<file path="config.mk">
export PLATFORM = sky130hd
export DESIGN_NAME = mux_4x1_arbiter
export DESIGN_NICKNAME = d
export VERILOG_FILES = /design/src/rtl/mux_4x1_arbiter.sv
export SDC_FILE = /design/constraint.sdc
export NUM_CORES = 1
export LEC_CHECK = 0
export ABC_AREA = 0
export CAP_MARGIN = 20
export CORE_UTILIZATION = 40
export DETAILED_ROUTE_END_ITERATION = 10
export PLACE_DENSITY_LB_ADDON = 0.25
export SLEW_MARGIN = 20
export SYNTH_ARGS = -nofsm -noshare
export SYNTH_HDL_FRONTEND = slang
export SYNTH_SLANG_ARGS = --single-unit
</file>
<file path="constraint.sdc">
create_clock -name clk -period 1.9 [get_ports clk]
set_input_delay 0.57 -clock clk [delete_from_list [all_inputs] [get_ports clk]]
set_output_delay 0.57 -clock clk [all_outputs]
set_load 0.02 [all_outputs]
</file>
<file path="src/rtl/mux_4x1_arbiter.sv">
// Round-robin owner of a shared 4:1 mux: grant/cells/valid 1 cycle after req, result 1 cycle after grant.
// No backpressure; optional MUX_ARB_TIMEOUT_EN rotates an owner that holds the grant for MAX_HOLD cycles while others wait.
module mux_4x1_arbiter #(
  parameter int MAX_HOLD = 8
) (
  input  logic       clk,
  input  logic       rst,
  input  logic [3:0] req,
  input  logic [3:0] inputs,
  output logic [1:0] cells,
  output logic [3:0] grant,
  output logic       valid,
  output logic       result
);

  typedef enum logic {IDLE, BUSY} state_t;

  state_t     state;
  logic [1:0] last;
  logic [3:0] others;
  logic       owner_req;
  logic [1:0] win_idle;
  logic [1:0] win_busy;

  if (MAX_HOLD < 2 || MAX_HOLD > 255) begin : g_bad_max_hold
    $error("mux_4x1_arbiter: MAX_HOLD must be within 2..255");
  end

  // First set bit strictly after 'after', wrapping; 'after' itself is checked last.
  function automatic logic [1:0] rr_pick(input logic [3:0] r, input logic [1:0] after);
    logic [1:0] idx;
    logic [1:0] pick;
    pick = after;
    for (int k = 4; k >= 1; k--) begin
      idx = after + 2'(k);
      if (r[idx]) pick = idx;
    end
    return pick;
  endfunction

  always_comb begin
    owner_req = req[cells];
    others    = req & ~(4'b0001 << cells);
    win_idle  = rr_pick(req, last);
    win_busy  = rr_pick(others, cells);
  end

`ifdef MUX_ARB_TIMEOUT_EN
  localparam logic [7:0] HOLD_LAST = 8'(MAX_HOLD - 1);
  logic [7:0] hold_cnt;
`endif

  always_ff @(posedge clk or posedge rst) begin
    if (rst) begin
      state  <= IDLE;
      last   <= 2'd3;
      cells  <= 2'b00;
      grant  <= 4'b0000;
      valid  <= 1'b0;
      result <= 1'b0;
`ifdef MUX_ARB_TIMEOUT_EN
      hold_cnt <= 8'd0;
`endif
    end else begin
      result <= valid ? inputs[cells] : 1'b0;
      case (state)
        IDLE: begin
          if (|req) begin
            state <= BUSY;
            cells <= win_idle;
            last  <= win_idle;
            grant <= 4'b0001 << win_idle;
            valid <= 1'b1;
`ifdef MUX_ARB_TIMEOUT_EN
            hold_cnt <= 8'd0;
`endif
          end
        end
        BUSY: begin
          if (!owner_req) begin
            if (|others) begin
              cells <= win_busy;
              last  <= win_busy;
              grant <= 4'b0001 << win_busy;
`ifdef MUX_ARB_TIMEOUT_EN
              hold_cnt <= 8'd0;
`endif
            end else begin
              // cells keeps the last owner so the next search rotates from it
              state <= IDLE;
              grant <= 4'b0000;
              valid <= 1'b0;
            end
          end
`ifdef MUX_ARB_TIMEOUT_EN
          else if (hold_cnt == HOLD_LAST) begin
            if (|others) begin
              cells    <= win_busy;
              last     <= win_busy;
              grant    <= 4'b0001 << win_busy;
              hold_cnt <= 8'd0;
            end
          end else begin
            hold_cnt <= hold_cnt + 8'd1;
          end
`endif
        end
        default: state <= IDLE;
      endcase
    end
  end

endmodule

</file>
==> metrics.txt <==
Cell Area, Synth=955 um2; sinks on the clock net=11; min Tclk post-route=~2.1 ns; syn nets=between 100 and 150; pre-CTS setup slack=-0.636 ns; Min-Delay Startpoint=valid; crit-path max FO=5; DR top layer=met4; Post-CTS Hold Fix Bufs=0; Pre-antenna DRT Iters=4; vias in the first global route=roughly 1000; Clock Skew=0.00174 ns; syn avg cell area=around 8.9 um2; Mapped Cells=around 110; fin area=around 1500 um2; Post-synth ARST share=100%; max frequency=between 400 and 500 MHz; Initial Util=between 40% and 50%; setup ws final=-0.151 ns; CORE AREA=2230 um2; Layout area overhead=57.1%; worst min-delay path category=reg -> reg; failing checks=negative setup slack; Peak VDD IR=1.13 mV; metal2 WL=approximately 1300 um; Rel. slew slack=between 70% and 80%; max_cap viols=0; YS warnings=0; period utilization=108%; total track usage=between 20% and 30%; vias per inst=roughly 5.5; pin count of the biggest net entering global routing=14; total gr overflow=0; clock tree from TritonCTS=built; metal3 WL=between 150 and 200 um; CTS Buf Count=3; die height=a little over 50 um; reg2reg start=cells[0]; HPWL Detailed=~2100 um; WL per Instance=around 14 um; RePlAce Congestion=roughly 0.8; overall power=between 3000 and 4000 uW; internal reg-to-reg setup slack=-0.15 ns; clk buf depth=2; WP data arrival=approximately 2.3 ns; layout cell share with drive strength beyond 1=between 30% and 40%; final hold vios=0; Routed Antenna Nets=0; initial drt markers=36; status=finished with violations; routed vias=1000; initial antenna violation count=0; capturing element type of the critical path=flip-flop; final wirelength=2640 um; post-synthesis sequential element count=11; most frequent cells in the layout=30 x buf_4, 11 x clkdlybuf4s50_1, 9 x nor2_1; Rows=17; antenna cells=0; register area share after synthesis=29.1%; Least-Margin Pin Slew=approximately 0.44 ns; Final Max Slew Viols=0; Remaining DRCs=0; H-tree depth=1; pwr dens=2050 nW/um2; CP required=around 2.1 ns; Critical Setup Path Class=reg -> reg; nets=between 150 and 200; CP Launch Type=flip-flop; Placed Area=1430 um2; clk root buf=clkbuf_4; Unique masters post-synth=40; first-pass GRT wire length=4520 um; Met1 Routed Length=around 1200 um; RSZ-0062 raised after global routing=yes; dominant synthesized flop cell=dfrtp_1; Die ar.=~2600 um2; Reg2Reg Depth=8; LEAKAGE=~0.00068 uW; R2R Path End=last[0]; hold path depth=1; Post-Place Cells=roughly 180; total I/O pin count=18; I/O Buffers=17; chip width=between 50 and 60 um; Hold Slack=between 0.5 and 0.6 ns; final non-filler cell total=about 180; Min-Delay Endpoint=result; most common cell after layout, fill and taps aside=buf_4; Clock Pin Slew Worst Setup and Hold Paths=approximately 0.07 ns; number of setup violations in the final report=8; EDFF count, synth=0; Clk Latency, worst-skew pair=between 0.2 and 0.3 ns
[layout make-up]
type | count | area, um2
sequential | 11 | 280
multi-input combinational | 84 | 709
inverter | 7 | 33.8
clock buffer | 4 | 26.3
tap | 28 | 35.0
timing repair buffer | 49 | 415
fill | 197 | 733
[layer usage]
layer,GRT usage [%],vias to the layer above
met5,0,-
met1,32.0,469
met4,7.41,0
met2,39.6,35
li1,-,494
met3,2.68,2
[synthesized netlist by cell type, types with 2 or more instances]
cell type | count | area [um2]
o32ai_1 | 2 | 17.5
mux4_2 | 2 | 45.0
o22ai_1 | 2 | 12.5
o21ai_1 | 3 | 15.0
inv_1 | 6 | 22.5
dfstp_2 | 2 | 52.6
nor2_1 | 9 | 33.8
nor2b_1 | 6 | 37.5
nand2_1 | 8 | 30.0
clkbuf_1 | 3 | 11.3
nor2b_4 | 2 | 27.5
nor3b_1 | 2 | 15.0
ha_1 | 4 | 50.1
a21o_1 | 3 | 22.5
nand3_1 | 2 | 10.0
buf_2 | 2 | 10.0
dfrtp_1 | 9 | 225
a2bb2oi_1 | 2 | 17.5
a31oi_1 | 3 | 18.8
nor3_1 | 3 | 15.0
mux2i_1 | 4 | 40.0
a21oi_1 | 8 | 40.0
nand2b_1 | 3 | 18.8
[power breakdown]
group / total [uW] / internal [uW] / leakage (uW) / switching (uW)
sequential: 531 / 379 / 0.000126 / 152
combinational: 2380 / 1250 / 0.000544 / 1140
clock: 162 / 81.2 / 0.0000150 / 80.5
total: 3080 / 1710 / 0.000685 / 1370
[logic make-up after synthesis]
family,share of synthesized area (%)
flops,29.1
xor+xnor,1.70
mux,10.1
fa+ha+maj,5.24
buf+inv,4.98
compound gates,25.4
simple gates,23.5
[through the flow]
step | setup TNS (ns) | util (%)
after floorplan | -1.07 | -
after global placement | -4.88 | 64.1
after detailed placement | -5.12 | 64.1
after CTS | -0.663 | 66.7
after global routing | -1.59 | 67.2
final | -0.640 | 67.2
[sequential cells by signal, summed over array words and instances (netlist names)]
signal / cells
valid: 1
cells: 2
result: 1
grant: 4
state: 1
last: 2
[repair_timing]
action,4_1_cts,5_1_grt
setup endpoints to repair,11,9
pin swaps,8,1
gates resized for setup,16,2
buffers inserted,1,0
[worst max-delay path by stage]
| stage | cells past startpoint | end | start |
|---|---|---|---|
| floorplan | 8 | last[0] | cells[0] |
| global placement | 7 | last[0] | req[0] |
| detailed placement | 6 | grant[3] | req[0] |
| CTS | 8 | last[0] | cells[0] |
| global route | 8 | last[0] | cells[0] |
| finish | 8 | last[0] | cells[0] |
[worst max-delay path: stages, from the launching register on]
cell and delay, ns:
dfrtp_2 0.46, inv_4 0.11, ha_4 0.15, nor2b_4 0.04, mux4_2 0.50, a32oi_4 0.24
xnor2_2 0.20, a211oi_2 0.12, a21o_1 0.17
(Power assumes the default switching activity.)
